==> src/rtl/tmr_pkg.sv <==
`default_nettype none
// ============================================================================
//  Module   : tmr_pkg
//  Purpose  : Shared constants for the timer counter blocks.
//  Revision : 1.0 - initial release
// ============================================================================
package tmr_pkg;

    localparam int TMR_WIDTH = 8;

    localparam logic TMR_DIR_UP   = 1'b0;
    localparam logic TMR_DIR_DOWN = 1'b1;

    localparam logic [TMR_WIDTH-1:0] TMR_CNT_ONES = {TMR_WIDTH{1'b1}};
    localparam logic [TMR_WIDTH-1:0] TMR_CNT_ZERO = {TMR_WIDTH{1'b0}};

endpackage : tmr_pkg
`default_nettype wire

==> src/rtl/tmr_edge_det.sv <==
`default_nettype none
// ============================================================================
//  Module   : tmr_edge_det
//  Purpose  : Samples a slow pclk-synchronous signal as data and emits a
//             one-cycle pulse on each of its rising edges.
//  Revision : 1.0 - initial release
// ============================================================================
module tmr_edge_det (
    input  logic pclk,
    input  logic preset_n,
    input  logic sig_in,
    output logic rise
);

    logic sig_q;

    always_ff @(posedge pclk or negedge preset_n) begin
        if (!preset_n) begin
            sig_q <= 1'b0;
        end else begin
            sig_q <= sig_in;
        end
    end

    // Previous value resets low so the first rise after reset is a valid edge.
    assign rise = sig_in & ~sig_q;

endmodule : tmr_edge_det
`default_nettype wire

==> src/rtl/tmr_cnt_core.sv <==
`default_nettype none
// ============================================================================
//  Module   : tmr_cnt_core
//  Purpose  : Up/down timer counter advanced by rising edges of clk_int,
//             with reload and sticky overflow/underflow flags.
//             Optional macro TMR_AUTO_RELOAD_EN: reload tdr on wrap.
//  Revision : 1.0 - initial release
// ============================================================================
module tmr_cnt_core
    import tmr_pkg::*;
#(
    parameter int WIDTH = TMR_WIDTH
) (
    input  logic             pclk,
    input  logic             preset_n,
    input  logic             clk_int,
    input  logic             en,
    input  logic             load,
    input  logic             up_down,
    input  logic [WIDTH-1:0] tdr,
    input  logic             ovf_clr,
    input  logic             udf_clr,
    output logic [WIDTH-1:0] tcnt,
    output logic             ovf,
    output logic             udf
);

    localparam logic [WIDTH-1:0] CNT_ONE = {{(WIDTH-1){1'b0}}, 1'b1};

    logic             tick;
    logic             cnt_ev;
    logic             ovf_set;
    logic             udf_set;
    logic [WIDTH-1:0] tcnt_q, tcnt_d;
    logic             ovf_q, ovf_d;
    logic             udf_q, udf_d;

    tmr_edge_det u_edge_det (
        .pclk     (pclk),
        .preset_n (preset_n),
        .sig_in   (clk_int),
        .rise     (tick)
    );

    assign cnt_ev = en & tick & ~load;

    always_comb begin
        tcnt_d  = tcnt_q;
        ovf_set = 1'b0;
        udf_set = 1'b0;
        if (load) begin
            tcnt_d = tdr;
        end else if (cnt_ev) begin
            if (up_down == TMR_DIR_DOWN) begin
                udf_set = (tcnt_q == '0);
                tcnt_d  = tcnt_q - CNT_ONE;
            end else begin
                ovf_set = (tcnt_q == '1);
                tcnt_d  = tcnt_q + CNT_ONE;
            end
`ifdef TMR_AUTO_RELOAD_EN
            if (ovf_set | udf_set) begin
                tcnt_d = tdr;
            end
`endif
        end
        // A set in the same cycle as a clear keeps the flag high.
        ovf_d = ovf_set | (ovf_q & ~ovf_clr);
        udf_d = udf_set | (udf_q & ~udf_clr);
    end

    always_ff @(posedge pclk or negedge preset_n) begin
        if (!preset_n) begin
            tcnt_q <= '0;
            ovf_q  <= 1'b0;
            udf_q  <= 1'b0;
        end else begin
            tcnt_q <= tcnt_d;
            ovf_q  <= ovf_d;
            udf_q  <= udf_d;
        end
    end

    assign tcnt = tcnt_q;
    assign ovf  = ovf_q;
    assign udf  = udf_q;

endmodule : tmr_cnt_core
`default_nettype wire

==> config.mk <==
export PLATFORM = sky130hd
export DESIGN_NAME = tmr_cnt_core
export DESIGN_NICKNAME = d
export VERILOG_FILES = /design/src/rtl/tmr_pkg.sv /design/src/rtl/tmr_edge_det.sv /design/src/rtl/tmr_cnt_core.sv
export SDC_FILE = /design/constraint.sdc
export NUM_CORES = 1
export LEC_CHECK = 0
export ABC_AREA = 0
export CAP_MARGIN = 20
export CORE_AREA = 2 2 47 49
export DETAILED_ROUTE_END_ITERATION = 16
export DIE_AREA = 0 0 49 51
export GPL_TIMING_DRIVEN = 0
export PLACE_DENSITY_LB_ADDON = 0.15
export SYNTH_ARGS = -nofsm -noshare
export SYNTH_HDL_FRONTEND = slang
export SYNTH_SLANG_ARGS = --single-unit
==> constraint.sdc <==
create_clock -name pclk -period 2.7 [get_ports pclk]
set_input_delay 0.81 -clock pclk [delete_from_list [all_inputs] [get_ports pclk]]
set_output_delay 0.81 -clock pclk [all_outputs]
set_load 0.05 [all_outputs]
# Yosys cells after proc, flatten, opt, wreduce, memory -nomap -nowiden
# Index checks and enable logic that the tools add are counted.
# word_totals
ff_bits,11
in_bits,16
out_inout_bits,10
word_cells,29
# op_classes
addsub,2
eq_ne,1
mux,9
bitwise,11
n_reduce_logical,2
# op_table
op,n
8-bit two-way mux,3
8-bit by 1-bit adder with 8-bit output (second input constant),1
8-bit equality test (second input constant),1
8-bit zero test,1
8-bit by 1-bit subtractor with 8-bit output (second input constant),1
1-bit two-way mux,6
1-bit bitwise AND,5
1-bit NOT,4
1-bit bitwise OR,2
2-bit nonzero test,1

# Longest topological paths before layout
# Gate-level depths: netlist of the first run.
# logic_depth
ltp_word,7
depth_mapped,7
ltp_nobuf,7

# By module
# Synthesis of the first run repeated with hierarchy kept, for this count alone.
# hier_totals
cells_unflattened,99
area_unflattened_um2,835.8
# by_module_without_submodules
module,instances,cells_per_inst,area_each_um2,seq_area_each_um2
tmr_cnt_core,1,97,797.0,250.2
tmr_edge_det,1,2,38.8,25.0

# Least setup slack after synthesis of the first run
# OpenSTA, ideal clock, no wires.
# synth_path
path_type,input -> register
from,in up_down
to,reg tcnt_q[6] (netlist: tcnt[6])
setup_time_ns,0.069
arrival_time_ns,2.196
required_time_ns,2.631
path_slack_ns,0.435
stages,6
cell_sequence,ha_1 > nor2b_4 > o31a_1 > o21a_1 > or4_1 > nand3_1
# synth_via
elab_chain_cells,3
# synth_lines
element,line_no,source
start: declaration,tmr_cnt_core.sv:19,"input logic up_down,"
8-bit two-way mux,tmr_cnt_core.sv:54,if (up_down == TMR_DIR_DOWN) begin
8-bit two-way mux,tmr_cnt_core.sv:53,end else if (cnt_ev) begin
8-bit two-way mux,tmr_cnt_core.sv:51,if (load) begin
end signal: assignment,tmr_cnt_core.sv:78,tcnt_q <= tcnt_d;
end: declaration,tmr_cnt_core.sv:34,"logic [WIDTH-1:0] tcnt_q, tcnt_d;"
# Every way passes these cells. The select of a mux whose other input is x is not followed.
# A chain may end at the register's enable or synchronous reset.

# Worst setup path after layout of the first run
# Same ends and word-level chain as after synthesis.

==> metrics.csv, run 1 <==
stage,metric,value,unit
grt,initial antenna violation count,0,
status,status,finished clean,
sta,hold_ws,0.545,ns
synth,Synth area leaders,"dfrtp_1, ha_1, a21oi_1",
synth,adder and majority cell fraction of the synthesized area,0.111,
die,initial core utilization,0.414,
die,Die Ht,51,µm
grt,first-pass GRT wire length,3.44,mm
clock_tree,CTS root buf,clkbuf_4,
synth,Mean Syn Cell Area,8.62,µm²
placement,pre-CTS WS,-0.371,ns
die,die area,2500,µm²
placement,gpl congestion,0.826,
grt,largest net degree at the start of global routing,12,
grt,GRT Residual Overflow,0,
clock_tree,Num Clock Sinks,11,
drt,drt pass-1 iters,4,
synth,mux share of post-synthesis cell area,0.0117,
synth,Gate Count Post-Synth,99,
clock_tree,# H-tree levels,1,
layout,area grow syn2layout,36.5,%
worst_setup_path,CP Max Fanout,10,
drt,DRC,0,
drt,via density per instance,5.37,
drt,Final ANT Viol Nets,0,
worst_setup_path,critical path type,primary input to flip-flop,
layout,layout cells sized above 1,0.0703,
sta,Final Cycle Share,0.941,
synth,"Seq/Total Area, Yosys",0.323,
sta,Worst-Margin Slew,0.519,ns
clock_tree,Hold Buf Count CTS,0,
synth,largest family of logic cells by synthesized area,simple AND/OR/NAND/NOR gates,
pwr,Pwr per Cell Area,462,nW/µm²
worst_setup_path,Critical Path RT,2.90,ns
sta,RSZ-0062 raised after global routing,no,
die,IO Pins,26,
sta,Fin. Hold Viols,0,
clock_tree,CTS buffer count,3,
synth,number of synthesized flops with an enable pin,0,
synth,simple-gate share of the synthesized area,0.273,
synth,mapped cell area,853,µm²
worst_setup_path,Worst setup EP type,flip-flop,
pwr,Pleak,0.482,nW
synth,Mapped Nets,122,
sta,final setup fails,0,
placement,Final HPWL DP,1.63,mm
clock_tree,clk_lat worst skew,0.27,ns
sta,Max Clk Rate,0.394,GHz
layout,fin area,1160,µm²
synth,Post-synth ARST share,1.00,
worst_setup_path,worst endpoint data arrival time,2.74,ns
drt,vias,837,
sta,Period minus WS final,2.54,ns
pwr,Max IR drop VDD,0.000313,V
placement,Placed Area,1140,µm²
sta,PnR worst setup slack,0.159,ns
clock_tree,CTS clock-pin slew for the worst setup and hold paths,0.07,ns
worst_setup_path,crit start category,primary input,
synth,synth unique cells,35,
drt,routed wire length per instance,13.2,µm
layout,n_diodes,0,
placement,port bufs,25,
layout,count of non-filler cells in the finished layout,156,
sta,Final Skew,0.00606,ns
sta,setup TNS,0,ns
die,core footprint,2060,µm²
drt,number of DRC markers in iteration 0,11,
worst_hold_path,worst min path class,flip-flop to flip-flop,
flow_run,Max Cap Viol,0,
sta,Slew Limit Fails,0,
die,Rows,17,
synth,share of the synthesized area in the top cell type,0.323,
die,DIE WIDTH,49,µm
grt,vias in the first global route,777,
clock_tree,CTS tree,yes,
grt,Tot GR Track Use,0.178,
sta,Max-slew headroom,0.653,
clock_tree,clock tree buffer depth,2,
synth,synthesized flop and latch total,11,
placement,placed cell count,152,
synth,post-synthesis xor/xnor area fraction,0.0103,
layout,nets,152,
synth,ys flop type,dfrtp_1,
drt,WL final,2.06,mm
synth,compound-cell area share of the yosys netlist,0.230,
synth,synth warn,0,
synth,"area leader, netlist",dfrtp_1,
## cell families (layout without fill, tap and decap cells)
logic type	Yosys count	after routing
xor gates and xnor gates	1	1
adders and majority gates	7	7
buffers and inverters	9	38
muxes	1	1
AOI/OAI and AO/OA	29	29
DFF	11	11
and+or+nand+nor	41	41
## sequential cells by signal, summed over array words and instances, names as in the netlist
register          flops
ovf                   1
tcnt                  8
u_edge_det.sig_q      1
udf                   1
## timing repair
item,4_1_cts,5_1_grt
buffers inserted,0,0
gates resized for setup,1,1
setup endpoints to repair,3,1
## worst max-delay path: stages
cell and delay [ns]:
clkdlybuf4s15_1 0.35, ha_1 0.43, nor2b_4 0.15, o31a_1 0.26, o21a_1 0.18, or4_1 0.46
nand3_1 0.10
## layout make-up
type                       count  area, µm²
fill                         193        898
sequential                    11        275
buffer                         4       16.3
inverter                       5       18.8
multi-input combinational     79        543
timing repair buffer          25        250
clock buffer                   4       26.3
tap                           28       35.0
## per-layer routing
layer	vias up	track usage	share of wire
met1	388	0.239	0.46
met4	0	0.0714	0.0068
met5	-	0	0
li1	425	-	-
met3	2	0.0205	0.034
met2	22	0.295	0.50
## cell usage after synthesis, types with 2 or more instances
cell type and n:
nor2_1 5, nor3b_1 3, dfrtp_1 11, nor4_1 4, o31a_1 2, o21ai_0 6
a21oi_1 8, nand3_1 3, a211oi_1 3, or4_1 2, nand2_1 10, o21a_1 3
ha_1 6, nand3b_1 2, inv_1 5, clkbuf_1 3, nor3_1 5
## final timing paths
check                         start      end  slack, ns  cells after the start
setup / recovery            up_down  tcnt[6]       0.16                      7
hold / removal                  udf      udf       0.54                      2
setup reg to reg            tcnt[1]  tcnt[7]       0.70                      6
hold reg to reg                 udf      udf       0.54                      2
max in group asynchronous  preset_n  tcnt[6]       1.47                      1
min in group asynchronous  preset_n      udf       0.88                      1
## cells in the final DEF (no fill, tap or decap), types with 2 or more instances in the layout
cell type / synthesis / final
clkbuf_4: 0 / 3
ha_1: 6 / 6
or4_1: 2 / 2
nand3_1: 3 / 3
clkdlybuf4s50_1: 0 / 24
clkbuf_1: 3 / 4
a211oi_1: 3 / 3
a21oi_1: 8 / 8
nand3b_1: 2 / 2
nand2_1: 10 / 10
nor3_1: 5 / 5
inv_1: 5 / 5
nor4_1: 4 / 4
o31a_1: 2 / 2
o21a_1: 3 / 3
nor3b_1: 3 / 3
dfrtp_1: 11 / 11
nor2_1: 5 / 5
o21ai_0: 6 / 6
## report_power, final
part / total, W / internal [W] / switching, W
combinational: 0.000228 / 0.0000988 / 0.000129
clock: 0.000111 / 0.0000571 / 0.0000541
sequential: 0.000199 / 0.000179 / 0.0000202
## stage by stage
| step | util | total power, W |
|---|---|---|
| finish | 0.565 | 0.000538 |
| global placement | 0.552 | 0.000426 |
| detailed placement | 0.552 | 0.000429 |
| floorplan | - | 0.000350 |
| global route | 0.565 | 0.000574 |
| CTS | 0.564 | 0.000543 |
No activity file was read; power rests on OpenSTA's default activity.
==> run 2: changes to the inputs <==
--- a/config.mk
+++ b/config.mk
@@ -6,7 +6,7 @@
 export NUM_CORES = 1
 export LEC_CHECK = 0
 export ABC_AREA = 0
-export CAP_MARGIN = 20
+export CAP_MARGIN = 25
 export CORE_AREA = 2 2 47 49
 export DETAILED_ROUTE_END_ITERATION = 16
 export DIE_AREA = 0 0 49 51
@@ -14,4 +14,5 @@
 export PLACE_DENSITY_LB_ADDON = 0.15
 export SYNTH_ARGS = -nofsm -noshare
 export SYNTH_HDL_FRONTEND = slang
+export SYNTH_HIERARCHICAL = 1
 export SYNTH_SLANG_ARGS = --single-unit
==> metrics.csv, run 2 <==
stage,metric,value,unit,change
synth,Gate Count Post-Synth,99,,unchanged
clock_tree,CTS root buf,clkbuf_4,,
sta,Worst-Margin Slew,0.512,ns,-0.00688 ns
flow_run,Max Cap Viol,0,,unchanged
clock_tree,CTS tree,yes,,
synth,synth unique cells,34,,-2.9%
sta,final setup fails,0,,unchanged
layout,n_diodes,0,,unchanged
sta,Period minus WS final,2.57,ns,+0.0282 ns
worst_setup_path,Critical Path RT,2.85,ns,-0.05 ns
layout,Multi-input gate area,557,µm²,+2.5%
synth,"area leader, netlist",dfrtp_1,,
worst_setup_path,R2R depth,6,,unchanged
sta,Slew Limit Fails,0,,unchanged
die,initial core utilization,0.405,,-0.00849
placement,gpl congestion,0.842,,+1.9%
pwr,Pwr per Cell Area,464,nW/µm²,+0.40%
synth,mapped cell area,836,µm²,-2.1%
drt,number of DRC markers in iteration 0,15,,+4
drt,via density per instance,5.50,,+2.5%
worst_setup_path,critical path type,primary input to flip-flop,,
sta,Max-slew headroom,0.657,,+0.00460
worst_setup_path,Worst setup EP type,flip-flop,,
sta,Final Skew,0.0120,ns,+0.00589 ns
sta,hold_ws,0.531,ns,-0.0134 ns
worst_hold_path,worst min path class,flip-flop to flip-flop,,
placement,port bufs,25,,unchanged
clock_tree,Num Clock Sinks,11,,unchanged
layout,layout cells sized above 1,0.0859,,+0.0156
clock_tree,clock tree buffer depth,2,,unchanged
sta,RSZ-0062 raised after global routing,no,,
worst_setup_path,crit start category,primary input,,
layout,number of flip-flops under the largest register name,8,,unchanged
worst_setup_path,worst r2r src,tcnt[1],,
synth,"Seq/Total Area, Yosys",0.329,,+0.00676
synth,most frequent cell after synthesis,dfrtp_1,,
worst_setup_path,R2R Path End,tcnt[7],,
drt,Final ANT Viol Nets,0,,unchanged
clock_tree,CTS buffer count,3,,unchanged
layout,"most common cell after layout, fill and taps aside",clkdlybuf4s50_1,,
placement,placed cell count,152,,unchanged
synth,Mean Syn Cell Area,8.44,µm²,-2.1%
layout,area grow syn2layout,40.7,%,
die,Rows,17,,unchanged
clock_tree,Hold Buf Count CTS,0,,unchanged
status,status,finished clean,,
pwr,Pleak,0.488,nW,+1.3%
layout,count of non-filler cells in the finished layout,156,,unchanged
pwr,Max IR drop VDD,0.000417,V,+33%
layout,fill count,208,,+7.8%
clock_tree,Post-CTS Setup Bufs,0,,unchanged
worst_setup_path,CP Max Fanout,9,,-1
worst_hold_path,HP Start,ovf,,
synth,ys flop type,dfrtp_1,,
clock_tree,# H-tree levels,1,,unchanged
synth,most frequent cells after synthesis,"dfrtp_1, nand2_1, a21oi_1, o21ai_0",,
worst_hold_path,Hold Path Cell Cnt,2,,unchanged
drt,drt pass-1 iters,4,,unchanged
drt,vias,858,,+2.5%
synth,synth warn,6,,+6
grt,largest net degree at the start of global routing,12,,unchanged
layout,sequential cell area,275,µm²,unchanged
die,Die Ht,51,µm,unchanged
synth,synthesized flop and latch total,11,,unchanged
placement,Final HPWL DP,1.68,mm,+3.1%
synth,Post-synth ARST share,1.00,,unchanged
drt,WL final,2.14,mm,+3.7%
clock_tree,CTS clock-pin slew for the worst setup and hold paths,0.07,ns,about the same
grt,vias in the first global route,843,,+8.5%
synth,Synth area leaders,"dfrtp_1, ha_1, a21oi_1",,
grt,initial antenna violation count,0,,unchanged
grt,Tot GR Track Use,0.187,,+0.00865
synth,share of the synthesized area in the top cell type,0.329,,+0.00676
worst_hold_path,Worst Hold Path EP,ovf,,
grt,first-pass GRT wire length,3.70,mm,+7.4%
worst_setup_path,worst endpoint data arrival time,2.72,ns,-0.02 ns
layout,most frequent cells in the layout,"clkdlybuf4s50_1, dfrtp_1, nand2_1",,
die,core footprint,2060,µm²,unchanged
drt,routed wire length per instance,13.7,µm,+3.7%
die,die area,2500,µm²,unchanged
clock_tree,clk_lat worst skew,0.27,ns,about the same
synth,number of synthesized flops with an enable pin,0,,unchanged
die,IO Pins,26,,unchanged
sta,Final Cycle Share,0.952,,+0.0105
grt,GRT Residual Overflow,0,,unchanged
die,DIE WIDTH,49,µm,unchanged
drt,DRC,0,,unchanged
worst_setup_path,Worst R2R Setup Slack,0.47,ns,-0.23 ns
sta,Fin. Hold Viols,0,,unchanged
layout,nets,152,,unchanged
synth,Mapped Nets,122,,unchanged
sta,setup TNS,0,ns,unchanged
sta,Max Clk Rate,0.389,GHz,-1.1%
## run 2: area by class of cell
type	count	share of cell area
clock inverter	1	0.00426
timing repair buffer	25	0.214
sequential	11	0.234
multi-input combinational	80	0.473
tap	28	0.0298
buffer	2	0.00638
inverter	6	0.0191
clock buffer	3	0.0191
## run 2: kinds of logic after synthesis
| family | share of synthesized area |
|---|---|
| flip-flops | 0.329 |
| adder cells (fa/ha/maj) | 0.114 |
| AO/OA/AOI/OAI | 0.244 |
| multiplexers | 0.0120 |
| XOR/XNOR | 0.0105 |
| AND/OR/NAND/NOR | 0.254 |
| buffers and inverters | 0.0359 |
## run 2: worst max path at each step
stage | from | end | slack [ns]
3_5_place_dp | up_down | tcnt[7] | -0.66
4_1_cts | up_down | tcnt[7] | 0.001
2_1_floorplan | up_down | tcnt[7] | 0.18
3_3_place_gp | up_down | tcnt[7] | -0.64
6_report | up_down | tcnt[7] | 0.13
5_1_grt | up_down | tcnt[7] | 0.06
## run 2: report_power, final
| group | internal (W) | total [W] | leakage [nW] | switching (W) |
|---|---|---|---|---|
| registers | 0.000179 | 0.000203 | 0.136 | 0.0000248 |
| clock network | 0.0000548 | 0.000109 | 0.0177 | 0.0000544 |
| logic | 0.000102 | 0.000233 | 0.335 | 0.000131 |
| total | 0.000335 | 0.000546 | 0.488 | 0.000211 |
## run 2: routing by layer
metal  track usage  vias up  wire (µm)
li1              -      428          -
met3        0.0497        4         81
met1         0.237      405        981
met4        0.0667        0         25
met5             0        -          0
met2         0.308       21       1050
## run 2: metrics by stage
stage	area [µm²]	power [W]	setup WS (ns)	util
after floorplan	836	0.000343	0.181	-
after global placement	1120	0.000421	-0.638	0.543
after detailed placement	1120	0.000427	-0.656	0.543
after CTS	1150	0.000538	0.00116	0.557
after global routing	1180	0.000583	0.0619	0.570
final	1180	0.000546	0.131	0.570
## run 2: critical path: stages
cell,delay (ns)
clkdlybuf4s15_2,0.28
ha_4,0.29
a211oi_4,0.25
nor3_1,0.13
o2111a_1,0.26
or4_1,0.49
a31o_1,0.22
## run 2: repair_timing
| item | 4_1_cts | 5_1_grt |
|---|---|---|
| setup endpoints to repair | 2 | 1 |
| pin swaps | 1 | 0 |
| gates resized for setup | 3 | 5 |
==> run 3: changes to the inputs <==
--- a/config.mk
+++ b/config.mk
@@ -7,9 +7,9 @@
 export LEC_CHECK = 0
 export ABC_AREA = 0
 export CAP_MARGIN = 25
-export CORE_AREA = 2 2 47 49
+export CORE_AREA = 8 8 53 55
 export DETAILED_ROUTE_END_ITERATION = 16
-export DIE_AREA = 0 0 49 51
+export DIE_AREA = 0 0 61 63
 export GPL_TIMING_DRIVEN = 0
 export PLACE_DENSITY_LB_ADDON = 0.15
 export SYNTH_ARGS = -nofsm -noshare
==> metrics.csv, run 3 (same netlist as run 2, synthesis figures left out) <==
stage,metric,value,unit,change
drt,drt pass-1 iters,4,,unchanged
worst_setup_path,CP Max Fanout,9,,unchanged
die,Rows,17,,unchanged
sta,hold_ws,0.532,ns,+0.0000500 ns
pwr,switching power,0.000212,W,+0.93%
clock_tree,CTS clock-pin slew for the worst setup and hold paths,0.07,ns,about the same
worst_setup_path,Critical Path RT,2.87,ns,+0.02 ns
sta,Final Skew,0.00481,ns,-0.00714 ns
layout,fill count,213,,+2.4%
worst_setup_path,worst endpoint data arrival time,2.75,ns,+0.03 ns
layout,most frequent cells in the layout,"clkdlybuf4s50_1, dfrtp_1, nand2_1",,
pwr,Seq pwr share,0.369,,-0.004
clock_tree,clk_lat worst skew,0.28,ns,about the same
layout,"most common cell after layout, fill and taps aside",clkdlybuf4s50_1,,
grt,initial antenna violation count,0,,unchanged
worst_setup_path,max incr delay on CP,0.50,ns,about the same
grt,largest net degree at the start of global routing,12,,unchanged
worst_hold_path,worst min path class,flip-flop to flip-flop,,
grt,Tot GR Track Use,0.137,,-0.0500
pwr,Clk pwr share,0.205,,+0.005
worst_hold_path,HP Start,ovf,,
clock_tree,CTS buffer count,3,,unchanged
placement,port bufs,25,,unchanged
sta,RSZ-0062 raised after global routing,no,,
die,DIE WIDTH,61,µm,+24%
layout,nets,152,,unchanged
layout,number of flip-flops under the largest register name,8,,unchanged
drt,via density per instance,5.61,,+2.0%
sta,final setup fails,0,,unchanged
clock_tree,clock tree buffer depth,2,,unchanged
sta,Slew Limit Fails,0,,unchanged
clock_tree,Num Clock Sinks,11,,unchanged
pwr,Logic pwr share,0.425,,-0.002
die,die area,3840,µm²,+54%
sta,Max-slew headroom,0.664,,+0.00676
layout,fin area,1170,µm²,-0.11%
worst_setup_path,Worst path slowest cell,or4_1,,
drt,DRC,0,,unchanged
sta,Fin. Hold Viols,0,,unchanged
layout,n_diodes,0,,unchanged
worst_setup_path,worst r2r src,tcnt[1],,
drt,routed wire length per instance,15.2,µm,+11%
grt,GRT Residual Overflow,0,,unchanged
drt,Final ANT Viol Nets,0,,unchanged
die,core footprint,2060,µm²,unchanged
status,status,finished clean,,
worst_setup_path,"delay-heaviest family, CP",compound AO/OA/AOI/OAI gates,,
pwr,Max IR drop VDD,0.000333,V,-20%
die,initial core utilization,0.405,,unchanged
sta,Worst-Margin Slew,0.502,ns,-0.0101 ns
placement,Placed Area,1120,µm²,unchanged
clock_tree,CTS tree,yes,,
clock_tree,Hold Buf Count CTS,0,,unchanged
pwr,switching share of total power,0.386,,about the same
placement,gpl congestion,0.813,,-3.4%
drt,vias,875,,+2.0%
layout,layout cells sized above 1,0.0781,,-0.00781
clock_tree,# H-tree levels,1,,unchanged
die,IO Pins,26,,unchanged
sta,Max Clk Rate,0.386,GHz,-0.71%
sta,Final Cycle Share,0.958,,+0.00682
pwr,Pwr per Cell Area,468,nW/µm²,+0.97%
worst_setup_path,crit-path cells,clkdlybuf4s15_2 -> ha_4 -> a211oi_4 -> nor3_1 -> o2111a_1 -> or4_1 -> a31o_1,,
clock_tree,CTS root buf,clkbuf_4,,
sta,Period minus WS final,2.59,ns,+0.0184 ns
worst_setup_path,critical path type,primary input to flip-flop,,
worst_setup_path,Worst R2R Setup Slack,0.52,ns,+0.05 ns
grt,vias in the first global route,893,,+5.9%
placement,Final HPWL DP,1.88,mm,+12%
worst_setup_path,Worst setup EP type,flip-flop,,
drt,number of DRC markers in iteration 0,19,,+4
grt,first-pass GRT wire length,4.03,mm,+9.0%
flow_run,Max Cap Viol,0,,unchanged
worst_setup_path,WP buf/inv,1,,unchanged
pwr,Pleak,0.486,nW,-0.56%
worst_setup_path,critical path startpoint,up_down,,
layout,area grow syn2layout,40.6,%,
drt,WL final,2.37,mm,+11%
pwr,Pint,0.000338,W,+0.82%
worst_setup_path,crit start category,primary input,,
die,Die Ht,63,µm,+24%
[run 3: cell count changes in the layout (fill, tap and decap cells not counted), sizes merged]
cell	before	now
clkbuf	5	6
clkinv	1	0
[run 3: worst paths after layout]
path                       cells after the start  endpoint
hold reg to reg                                2       ovf
max in group asynchronous                      1   tcnt[5]
hold / removal                                 2       ovf
setup reg to reg                               6   tcnt[7]
setup / recovery                               7   tcnt[7]
min in group asynchronous                      1   tcnt[0]
[run 3: repair_timing]
action                     in CTS  in global routing
pin swaps                       0                  1
hold endpoints to repair        0                  0
gates resized for setup         4                  4
buffers inserted                0                  0
setup endpoints to repair       3                  1
[run 3: power groups by stage]
stage | combinational, W | clock (W) | sequential, W
finish | 0.000234 | 0.000113 | 0.000203
global route | 0.000256 | 0.000127 | 0.000206
CTS | 0.000225 | 0.000117 | 0.000202
detailed placement | 0.000224 | 0 | 0.000205
global placement | 0.000217 | 0 | 0.000205
floorplan | 0.0000978 | 0 | 0.000245
[run 3: layout make-up]
class | instances | area (µm²) | share of cell area
timing repair buffer | 25 | 251 | 0.214
inverter | 6 | 22.5 | 0.0192
multi-input combinational | 80 | 557 | 0.474
sequential | 11 | 275 | 0.234
clock buffer | 4 | 26.3 | 0.0224
buffer | 2 | 7.51 | 0.00639
tap | 28 | 35.0 | 0.0298
[run 3: worst reg2reg max path: cells and delay by family (launching register included)]
family	cells	cell delay (ns)
fa+ha+maj	1	0.25
compound gates	3	0.73
simple gates	2	0.62
flops	1	0.47
[run 3: through the flow]
step,setup TNS [ns],total power [W],setup WS [ns],util,cells
final,0,0.000550,0.112,0.569,156
after global routing,0,0.000588,0.0169,0.569,156
after CTS,0,0.000544,0.000517,0.557,156
after detailed placement,-1.77,0.000429,-0.679,0.543,152
after global placement,-1.44,0.000422,-0.634,0.543,152
after floorplan,0,0.000343,0.181,-,99
[run 3: layer usage]
metal | share of wire | GRT usage
met1 | 0.42 | 0.161
met2 | 0.51 | 0.221
met4 | 0.022 | 0.0612
met3 | 0.049 | 0.0370
met5 | 0 | 0
